File: src/rtl/eve_add_gene_sequencer_pkg.sv
// Shared definitions for the EvE add-gene sequencer: gene layout, idle gene, FSM states.
// Latency: n/a (declarations only).
// Backpressure: n/a.
package eve_add_gene_sequencer_pkg;

   localparam int GENE_W   = 64;
   localparam int ID_HI    = 63;
   localparam int ID_LO    = 56;
   localparam int TYPE_BIT = 55;   // 1 = connection gene, 0 = node gene

   localparam logic [7:0]        ID_INVALID   = 8'hFF;
   localparam logic [GENE_W-1:0] GENE_INVALID = {GENE_W{1'b1}};

   typedef enum logic [2:0] {
      ST_IDLE,
      ST_READ,
      ST_WAIT,
      ST_FEED,
      ST_CAPTURE,
      ST_DRAIN,
      ST_DONE
   } seq_state_t;

   // A gene slot carries data unless its id field holds the invalid/terminator id.
   function automatic logic gene_is_valid(input logic [GENE_W-1:0] gene);
      return gene[ID_HI:ID_LO] != ID_INVALID;
   endfunction

endpackage

File: src/rtl/eve_add_gene_sequencer_if.sv
// Bundles the parent-RAM read port, engine gene ports and child-RAM write port.
// Latency: n/a (wires only); parent read data returns one cycle after the strobe.
// Backpressure: none; the RAMs and engine always accept.
interface eve_add_gene_sequencer_if #(
   parameter int ADDR_W = 10
);
   import eve_add_gene_sequencer_pkg::*;

   logic              par_rd_en;
   logic [ADDR_W-1:0] par_rd_addr;
   logic [GENE_W-1:0] par_rd_data;

   logic [GENE_W-1:0] eng_in_gene;
   logic [GENE_W-1:0] eng_out1;
   logic [GENE_W-1:0] eng_out2;
   logic [GENE_W-1:0] eng_out3;

   logic              child_wr_en;
   logic [ADDR_W-1:0] child_wr_addr;
   logic [GENE_W-1:0] child_wr_data;

   // Sequencer side
   modport master (
      output par_rd_en, par_rd_addr,
      input  par_rd_data,
      output eng_in_gene,
      input  eng_out1, eng_out2, eng_out3,
      output child_wr_en, child_wr_addr, child_wr_data
   );

   // Memories and engine side
   modport slave (
      input  par_rd_en, par_rd_addr,
      output par_rd_data,
      input  eng_in_gene,
      output eng_out1, eng_out2, eng_out3,
      input  child_wr_en, child_wr_addr, child_wr_data
   );

endinterface

File: src/rtl/eve_add_gene_sequencer_slot.sv
// Picks the lowest-index pending output slot and returns the mask with that slot cleared.
// Latency: combinational.
// Backpressure: none; the caller decides whether to consume the selected slot.
module eve_slot_compactor (
   input  logic [2:0] valid,
   output logic       any,
   output logic [1:0] sel,
   output logic [2:0] valid_next
);

   // Fixed priority slot 0 > 1 > 2 keeps the engine's output order in the child genome.
   always_comb begin
      any        = |valid;
      sel        = 2'd0;
      valid_next = valid;
      if (valid[0]) begin
         sel           = 2'd0;
         valid_next[0] = 1'b0;
      end else if (valid[1]) begin
         sel           = 2'd1;
         valid_next[1] = 1'b0;
      end else if (valid[2]) begin
         sel           = 2'd2;
         valid_next[2] = 1'b0;
      end
   end

endmodule

File: src/rtl/eve_add_gene_sequencer.sv
// Walks one parent genome through the add-gene engine and compacts valid outputs into the child RAM.
// Latency: 4 cycles per parent gene plus 1 per valid engine output; done pulses after the last gene.
// Backpressure: none; stops early on a terminator gene or when the child RAM is full (overflow).
module eve_add_gene_sequencer
   import eve_add_gene_sequencer_pkg::*;
#(
   parameter int ADDR_W = 10
) (
   input  logic                         clk,
   input  logic                         Reset,
   input  logic                         start,
   input  logic [ADDR_W:0]              parent_len,
   eve_add_gene_sequencer_if.master     bus,
   output logic                         busy,
   output logic                         done,
   output logic                         overflow,
   output logic [ADDR_W:0]              child_len
);

   seq_state_t        state, state_n;
   logic [ADDR_W:0]   rd_ptr;
   logic [ADDR_W:0]   len_q;
   logic [GENE_W-1:0] eng_in_q;
   logic [GENE_W-1:0] slot0, slot1, slot2;
   logic [2:0]        valid;
   logic [2:0]        cap_valid;
   logic              any_valid;
   logic [1:0]        sel;
   logic [2:0]        valid_next;
   logic              more;
   logic              rd_en;
   logic              wr_en;
   logic              child_full;

   eve_slot_compactor u_compactor (
      .valid      (valid),
      .any        (any_valid),
      .sel        (sel),
      .valid_next (valid_next)
   );

   assign cap_valid  = {gene_is_valid(bus.eng_out3), gene_is_valid(bus.eng_out2),
                        gene_is_valid(bus.eng_out1)};
   assign more       = rd_ptr < len_q;
   // Counter width is ADDR_W+1, so the top bit alone marks a full child RAM.
   assign child_full = child_len[ADDR_W];

   // Next-state and strobes; a zero-valid capture skips DRAIN so it costs no cycles.
   always_comb begin
      state_n = state;
      rd_en   = 1'b0;
      wr_en   = 1'b0;
      unique case (state)
         ST_IDLE: begin
            if (start) state_n = (parent_len == '0) ? ST_DONE : ST_READ;
         end
         ST_READ: begin
            rd_en   = 1'b1;
            state_n = ST_WAIT;
         end
         ST_WAIT: begin
            state_n = gene_is_valid(bus.par_rd_data) ? ST_FEED : ST_DONE;
         end
         ST_FEED: begin
            state_n = ST_CAPTURE;
         end
         ST_CAPTURE: begin
            if (|cap_valid) state_n = ST_DRAIN;
            else            state_n = more ? ST_READ : ST_DONE;
         end
         ST_DRAIN: begin
            if (!any_valid) begin
               state_n = more ? ST_READ : ST_DONE;
            end else if (child_full) begin
               state_n = ST_DONE;
            end else begin
               wr_en = 1'b1;
               if (valid_next == 3'b000) state_n = more ? ST_READ : ST_DONE;
            end
         end
         ST_DONE: begin
            state_n = ST_IDLE;
         end
         default: state_n = ST_IDLE;
      endcase
   end

   // State register plus the datapath registers each state owns.
   always_ff @(posedge clk) begin
      if (Reset) begin
         state     <= ST_IDLE;
         rd_ptr    <= '0;
         len_q     <= '0;
         child_len <= '0;
         overflow  <= 1'b0;
         eng_in_q  <= GENE_INVALID;
         slot0     <= GENE_INVALID;
         slot1     <= GENE_INVALID;
         slot2     <= GENE_INVALID;
         valid     <= 3'b000;
      end else begin
         state <= state_n;
         unique case (state)
            ST_IDLE: begin
               if (start) begin
                  len_q     <= parent_len;
                  rd_ptr    <= '0;
                  child_len <= '0;
                  overflow  <= 1'b0;
               end
            end
            ST_READ: rd_ptr <= rd_ptr + 1'b1;
            ST_WAIT: begin
               if (gene_is_valid(bus.par_rd_data)) eng_in_q <= bus.par_rd_data;
            end
            ST_CAPTURE: begin
               eng_in_q <= GENE_INVALID;
               slot0    <= bus.eng_out1;
               slot1    <= bus.eng_out2;
               slot2    <= bus.eng_out3;
               valid    <= cap_valid;
            end
            ST_DRAIN: begin
               if (any_valid && child_full) begin
                  overflow <= 1'b1;
                  valid    <= 3'b000;
               end else if (any_valid) begin
                  child_len <= child_len + 1'b1;
                  valid     <= valid_next;
               end
            end
            default: ;
         endcase
      end
   end

   // Slot data mux for the child write port.
   always_comb begin
      bus.child_wr_data = slot0;
      unique case (sel)
         2'd1:    bus.child_wr_data = slot1;
         2'd2:    bus.child_wr_data = slot2;
         default: bus.child_wr_data = slot0;
      endcase
   end

   assign bus.par_rd_en     = rd_en;
   assign bus.par_rd_addr   = rd_ptr[ADDR_W-1:0];
   assign bus.eng_in_gene   = eng_in_q;
   assign bus.child_wr_en   = wr_en;
   assign bus.child_wr_addr = child_len[ADDR_W-1:0];
   assign busy              = (state != ST_IDLE) && (state != ST_DONE);
   assign done              = (state == ST_DONE);

endmodule

File: src/flat_wrapper.sv
// flat-port wrapper written by rule: the top's interface ports become plain ports
module eve_add_gene_sequencer_flat import eve_add_gene_sequencer_pkg::*;
#(
   parameter int ADDR_W = 10
)
  (clk, Reset, start, parent_len, busy, done, overflow, child_len, bus_par_rd_en, bus_par_rd_addr, bus_par_rd_data, bus_eng_in_gene, bus_eng_out1, bus_eng_out2, bus_eng_out3, bus_child_wr_en, bus_child_wr_addr, bus_child_wr_data);
  eve_add_gene_sequencer_if #(.ADDR_W(ADDR_W)) bus_i ();
  input  logic clk;
  input  logic Reset;
  input  logic start;
  input  logic [ADDR_W:0] parent_len;
  output logic busy;
  output logic done;
  output logic overflow;
  output logic [ADDR_W:0] child_len;
  output wire logic [$bits(bus_i.par_rd_en)-1:0] bus_par_rd_en;
  output wire logic [$bits(bus_i.par_rd_addr)-1:0] bus_par_rd_addr;
  input wire logic [$bits(bus_i.par_rd_data)-1:0] bus_par_rd_data;
  output wire logic [$bits(bus_i.eng_in_gene)-1:0] bus_eng_in_gene;
  input wire logic [$bits(bus_i.eng_out1)-1:0] bus_eng_out1;
  input wire logic [$bits(bus_i.eng_out2)-1:0] bus_eng_out2;
  input wire logic [$bits(bus_i.eng_out3)-1:0] bus_eng_out3;
  output wire logic [$bits(bus_i.child_wr_en)-1:0] bus_child_wr_en;
  output wire logic [$bits(bus_i.child_wr_addr)-1:0] bus_child_wr_addr;
  output wire logic [$bits(bus_i.child_wr_data)-1:0] bus_child_wr_data;
  assign bus_par_rd_en = bus_i.par_rd_en;
  assign bus_par_rd_addr = bus_i.par_rd_addr;
  assign bus_i.par_rd_data = bus_par_rd_data;
  assign bus_eng_in_gene = bus_i.eng_in_gene;
  assign bus_i.eng_out1 = bus_eng_out1;
  assign bus_i.eng_out2 = bus_eng_out2;
  assign bus_i.eng_out3 = bus_eng_out3;
  assign bus_child_wr_en = bus_i.child_wr_en;
  assign bus_child_wr_addr = bus_i.child_wr_addr;
  assign bus_child_wr_data = bus_i.child_wr_data;
  eve_add_gene_sequencer #(.ADDR_W(ADDR_W)) u_core (.clk(clk), .Reset(Reset), .start(start), .parent_len(parent_len), .bus(bus_i), .busy(busy), .done(done), .overflow(overflow), .child_len(child_len));
endmodule
File: config.mk
export PLATFORM = sky130hd
export DESIGN_NAME = eve_add_gene_sequencer_flat
export DESIGN_NICKNAME = d
export VERILOG_FILES = /design/src/rtl/eve_add_gene_sequencer_pkg.sv /design/src/rtl/eve_add_gene_sequencer_if.sv /design/src/rtl/eve_add_gene_sequencer_slot.sv /design/src/rtl/eve_add_gene_sequencer.sv /design/src/flat_wrapper.sv
export SDC_FILE = /design/constraint.sdc
export NUM_CORES = 1
export LEC_CHECK = 0
export CORE_UTILIZATION = 29
export DETAILED_ROUTE_END_ITERATION = 6
export GPL_TIMING_DRIVEN = 1
export HOLD_SLACK_MARGIN = 0.15
export PLACE_DENSITY = 0.53
export SYNTH_ARGS = -nofsm -noshare
export SYNTH_HDL_FRONTEND = slang
export SYNTH_HIERARCHICAL = 1
export SYNTH_SLANG_ARGS = --single-unit
File: constraint.sdc
create_clock -name clk -period 3.2 [get_ports clk]
set_clock_uncertainty 0.15 [all_clocks]
set_input_delay 0.64 -clock clk [delete_from_list [all_inputs] [get_ports clk]]
set_output_delay 0.64 -clock clk [all_outputs]
set_load 0.03 [all_outputs]
==> flow_summary.json, run 1 <==
{
  "grt-ovfl-total": 0,
  "critical_path.startpoint_type": "flip-flop",
  "syn_to_final_growth_pct": 47.44,
  "crit_required_ps": 2410,
  "synth_ff_type": "dfxtp_1",
  "clk_pin_slew_ps": 50,
  "grt_pass1_wl_um": 68180,
  "detail-route-antenna-nets": 0,
  "layout-drive-gt1-share_pct": 8.907,
  "fp.dieW_um": 211.5,
  "worstSetupPathType": "flip-flop to primary output",
  "place_inst": 2542,
  "netlist_area_um2": 12730,
  "vias": 12310,
  "ys_types": 49,
  "layout.cells.non_filler": 2622,
  "core_area_um2": 43170,
  "dieArea_um2": 44740,
  "ys.warnings.count": 6,
  "worst_path_largest_cell_delay_ps": 380,
  "ys_seq_area_share_pct": 46.55,
  "wl_per_cell_um": 17.16,
  "syn-num-nets": 1927,
  "status": "complete, no violations",
  "async_flop_share_pct": 0,
  "clock_path_buffers": 3,
  "cts_buffers": 38,
  "setup_ws_ps": 91.90,
  "synth_edf_count": 0,
  "gp_congestion": 0.7917,
  "yosysMostFrequentCell": "nand2_1",
  "worst_slew_pin_slew_ps": 746.8,
  "antenna_found_initial": 7,
  "endpoint_kind": "primary output",
  "rsz0062_at_grt": "false",
  "fp.dieH_um": 211.5,
  "hpwlAfterDp_um": 30100,
  "h-tree-depth": 2,
  "dp_slack_ps": 302.8,
  "synth_area_leaders": "dfxtp_1 (47%), nand2_1 (18%), nand3b_1 (11%)",
  "synth-seq-cells": 296,
  "cts_tree": "yes",
  "hold_path.class": "flip-flop to flip-flop",
  "fmax_mhz": 321.7,
  "grt_max_degree": 136,
  "setup_viol": 0,
  "report.final.slew_viol_count": 0,
  "postSynthAreaPerCell_um2": 7.748,
  "final.setup.tns_ps": 0,
  "crit_path_max_fanout": 13,
  "cp.arrival_ps": 2320,
  "p_leak_nw": 8.265,
  "ctsHoldBuffers": 0,
  "crit_chain": "and2b_2, inv_1, ha_4, buf_12, buf_8, a22oi_1, o21ai_0, buf_4",
  "layout.nets": 2290,
  "synth_area_leader_cell": "dfxtp_1",
  "initial_utilization_pct": 29.49,
  "grt_pass1_vias": 12087,
  "clock_latency_ps": 540,
  "max-cap-violations": 0,
  "first_iter_violations": 800,
  "fin_crit_ps": 3108,
  "hold_violations": 0,
  "wirelength_um": 44990,
  "slew-limit-headroom_pct": 50.21,
  "crit_slowest_cell": "dfxtp_2",
  "powerDensity_nw_per_um2": 524.0,
  "hold_slack_ps": 304.0,
  "synthCells": 1643,
  "dr.pass1.iters": 5,
  "vias_per_cell": 4.695,
  "grt.total_usage_pct": 19.43,
  "io_pins": 434,
  "synth_top_area_share_pct": 46.55,
  "period_share_pct": 97.13,
  "drcViolationCount": 0,
  "peakVddDrop_uv": 301.2,
  "num_rows": 76,
  "cts_sinks": 296,
  "ys_top_cells_by_count": "nand2_1 (622), dfxtp_1 (296), nand3b_1 (193)",
  "power.total_mw": 9.834,
  "port-buffer-count": 433,
  "cts-root-buf": "clkbuf_16"
}
critical path, delay by kind of cell (launching register included):
family / cells / cell delay (ps)
AND/OR/NAND/NOR: 1 / 250
flip-flops: 1 / 380
adder cells (fa/ha/maj): 1 / 150
AO/OA/AOI/OAI: 2 / 360
buffers and inverters: 4 / 630
sequential cells by signal, indices dropped and copies added, names as in the netlist:
register and cells:
u_core/len_q 11, u_core/slot0 64, u_core/slot2 64, u_core/bus.eng_in_gene 64
u_core/state 3, u_core/overflow 1, u_core/child_len 11, u_core/valid 3
u_core/slot1 64, u_core/rd_ptr 11
cells by family (layout without fill, tap and decap cells):
| logic type | after synthesis | count (layout) | synth area share, % |
|---|---|---|---|
| simple gates | 976 | 976 | 36.63 |
| flops | 296 | 296 | 46.55 |
| compound gates | 190 | 190 | 9.347 |
| buf+inv | 157 | 546 | 5.386 |
| fa+ha+maj | 14 | 14 | 1.376 |
| xor+xnor | 6 | 6 | 0.4128 |
| mux | 3 | 3 | 0.2654 |
| other cells | 1 | 6 | 0.02946 |
where the power goes:
group | total (mW) | switching, mW | internal [mW]
logic | 1.61 | 0.845 | 0.764
clock network | 4.29 | 1.64 | 2.65
registers | 3.93 | 0.0895 | 3.84
total | 9.83 | 2.58 | 7.25
metrics by stage:
stage          area (um^2)  util (%)
3_5_place_dp         17360     40.21
2_1_floorplan        12730         -
4_1_cts              18710     43.33
6_report             18770     43.48
3_3_place_gp         17360     40.21
5_1_grt              18760     43.46
placed cells by master (no fill, tap or decap), types with 3 or more instances in the layout:
master	netlist	layout
nand2_1	622	621
clkdlybuf4s50_1	0	367
dfxtp_1	296	294
nand3b_1	193	193
buf_4	21	81
nand3_1	76	76
o21ai_0	72	64
a22oi_1	64	62
clkbuf_16	0	40
nor2_1	34	33
a21oi_1	27	27
inv_1	14	14
nand4_1	14	14
ha_1	14	12
clkbuf_8	0	11
buf_12	0	11
clkbuf_1	106	8
o21ai_1	0	8
a31oi_1	7	7
nand2b_1	6	6
xor2_1	6	6
diode_2	0	5
and2_1	4	4
a211oi_1	4	4
clkinv_2	0	3
or2_2	3	3
o211ai_1	3	3
and3_1	3	3
mux2_2	3	3
what timing repair did:
item | in CTS | in global routing
setup endpoints to repair | 63 | 33
gates cloned | 0 | 1
buffers inserted | 8 | 0
gates resized for setup | 3 | 13
pin swaps | 1 | 0
worst paths after layout:
check             startpoint               endpoint  slack, ps  cells past startpoint
min reg2reg  u_core/len_q[9]        u_core/len_q[9]        300                      2
max          u_core/valid[0]  bus_child_wr_data[61]         90                      8
min          u_core/len_q[9]        u_core/len_q[9]        300                      2
max reg2reg  u_core/state[1]       u_core/slot1[58]       1000                      5
area by class of cell:
class,instances,area (um^2)
inverters,15,56.30
diodes,5,12.51
fillers,4435,24400
multi-input cells,1190,6182
clock inverters,8,100.1
clock buffers,58,1157
flip-flops and latches,296,5928
well taps,585,732.0
repair buffers,465,4601
per-layer routing:
| metal | GRT usage, % | routed length [um] |
|---|---|---|
| met1 | 24.25 | 19650 |
| met5 | 0 | 13 |
| met2 | 32.52 | 21590 |
| met4 | 7.296 | 1186 |
| met3 | 4.347 | 2546 |
(Power assumes the default switching activity.)
==> run 2: changes to the inputs <==
CORE_UTILIZATION = 45   (was 29)
PLACE_DENSITY = 0.77   (was 0.53)
==> run 2 against run 1 <==
Flip-flop and latch count unchanged. First-iteration DRC count increased by 29%. Non-clock buffer count decreased by 1. Critical endpoint is now bus_child_wr_data[35]. Sequential power about the same. Cell count decreased by 8.4%. Total power decreased by 9.2%. Worst hold slack improved by 1.4 ps.
==> flow_summary.json, run 2 (synthesis results as in run 1) <==
{
  "h-tree-depth": 1,
  "grt_pass1_vias": 11936,
  "report.final.slew_viol_count": 0,
  "p_leak_nw": 8.101,
  "worstSetupPathType": "flip-flop to primary output",
  "gp_congestion": 0.8686,
  "timing.critical_path.buf_inv": 3,
  "first_iter_violations": 1035,
  "setup_viol": 0,
  "hold_slack_ps": 305.4,
  "cp.arrival_ps": 2310,
  "dr.pass1.iters": 5,
  "vias": 12445,
  "final_cell_mix": "nand2_1 (621), clkdlybuf4s50_1 (367), dfxtp_1 (294), nand3b_1 (193), buf_4 (78)",
  "dieArea_um2": 28960,
  "detail-route-antenna-nets": 0,
  "wl_per_cell_um": 16.78,
  "hpwlAfterDp_um": 27780,
  "worst_slew_pin_slew_ps": 936.8,
  "crit_top_cell": "buf_4",
  "period_share_pct": 96.98,
  "core_area_um2": 27780,
  "layout.nets": 2282,
  "cts_sinks": 296,
  "grt.total_usage_pct": 26.78,
  "critical_path.startpoint_type": "flip-flop",
  "endpoint_kind": "primary output",
  "slew-limit-headroom_pct": 37.55,
  "syn_to_final_growth_pct": 43.00,
  "antenna_found_initial": 7,
  "crit_path_max_fanout": 6,
  "max-cap-violations": 0,
  "vias_per_cell": 5.183,
  "fmax_mhz": 322.2,
  "crit_slowest_cell": "dfxtp_1",
  "status": "complete, no violations",
  "port-buffer-count": 433,
  "cts-root-buf": "clkbuf_16",
  "clk_pin_slew_ps": 60,
  "final_common_cell": "nand2_1",
  "layout-drive-gt1-share_pct": 8.135,
  "grt-ovfl-total": 0,
  "fp.dieW_um": 170.2,
  "fp.dieH_um": 170.2,
  "peakVddDrop_uv": 430.1,
  "num_rows": 61,
  "grt_max_degree": 122,
  "hold_violations": 0,
  "initial_utilization_pct": 45.82,
  "worst_path_largest_cell_delay_ps": 370,
  "grt_pass1_wl_um": 62470,
  "wirelength_um": 40290,
  "powerDensity_nw_per_um2": 490.4,
  "rsz0062_at_grt": "true",
  "clock_path_buffers": 3,
  "cts_tree": "yes",
  "crit_chain": "nor3b_2, ha_4, clkbuf_4, buf_4, a22oi_1, o21ai_0, buf_4",
  "io_pins": 434,
  "cpLargestDelayFamily": "buffers and inverters",
  "cts_buffers": 31,
  "drcViolationCount": 0,
  "hold_path.class": "flip-flop to flip-flop",
  "crit_required_ps": 2410,
  "clock_latency_ps": 540,
  "place_inst": 2337,
  "fin_crit_ps": 3103,
  "layout.cells.non_filler": 2401
}
[run 2: cell types whose count changed in the layout (fill, tap and decap cells not counted), moves of 2 or more]
cell       change
inv_6          -2
o21ai_0        +2
diode_2        +2
a22oi_1        +2
buf_4          -3
o21ai_1        -4
buf_12         +4
a22oi_2        -2
clkbuf_16      -9
clkbuf_8       -6
o21ai_2        +2
clkbuf_1       +2
[run 2: stage by stage]
step / util (%) / cell area [um^2] / TNS, ps / setup WS (ps) / total power [mW]
2_1_floorplan: - / 12730 / 0 / 275.1 / 4.817
3_3_place_gp: 61.78 / 17160 / 0 / 304.0 / 5.572
3_5_place_dp: 61.78 / 17160 / 0 / 247.7 / 5.600
6_report: 65.52 / 18200 / 0 / 96.69 / 8.926
4_1_cts: 65.31 / 18140 / 0 / 2.405 / 8.984
5_1_grt: 65.52 / 18200 / -18.34 / -18.34 / 9.291
[run 2: final timing paths]
kind	start	end	slack (ps)	cells past startpoint
worst max-delay path	u_core/valid[2]	bus_child_wr_data[35]	100	7
worst min-delay path	u_core/len_q[3]	u_core/len_q[3]	310	2
worst max register to register	u_core/state[2]	u_core/overflow	970	5
worst min register to register	u_core/len_q[3]	u_core/len_q[3]	310	2
[run 2: cell type report]
class                      instances  area (um^2)
fill                            2378         9578
antenna                            7        17.52
tap                              378        473.0
multi-input combinational       1190         6188
sequential                       296         5928
inverter                          15        56.30
timing repair buffer             464         4603
clock buffer                      46        882.1
clock inverter                     5        55.05
[run 2: repair_timing]
action / in CTS / in global routing
hold buffers: 0 / 0
gates resized for setup: 9 / 10
setup buffers: 3 / 3
pin swaps: 1 / 0
endpoints found under the setup margin: 57 / 43
[run 2: routing by layer]
layer	share of wire, %	wire length [um]	vias up	GRT usage [%]
met5	0	0	-	0
met4	3.1	1259	0	10.58
met3	7.0	2805	85	5.186
met2	49	19840	429	45.99
met1	41	16380	5766	32.87
li1	-	-	6165	-
[run 2: worst min-delay path: stages (launching register included)]
cell	delay (ps)
dfxtp_1	310
nand2_1	50
a21oi_1	50
[run 2: power breakdown]
| part | internal (mW) | total, mW | switching (mW) |
|---|---|---|---|
| registers | 3.84 | 3.93 | 0.0918 |
| logic | 0.763 | 1.60 | 0.837 |
| clock network | 1.96 | 3.39 | 1.43 |
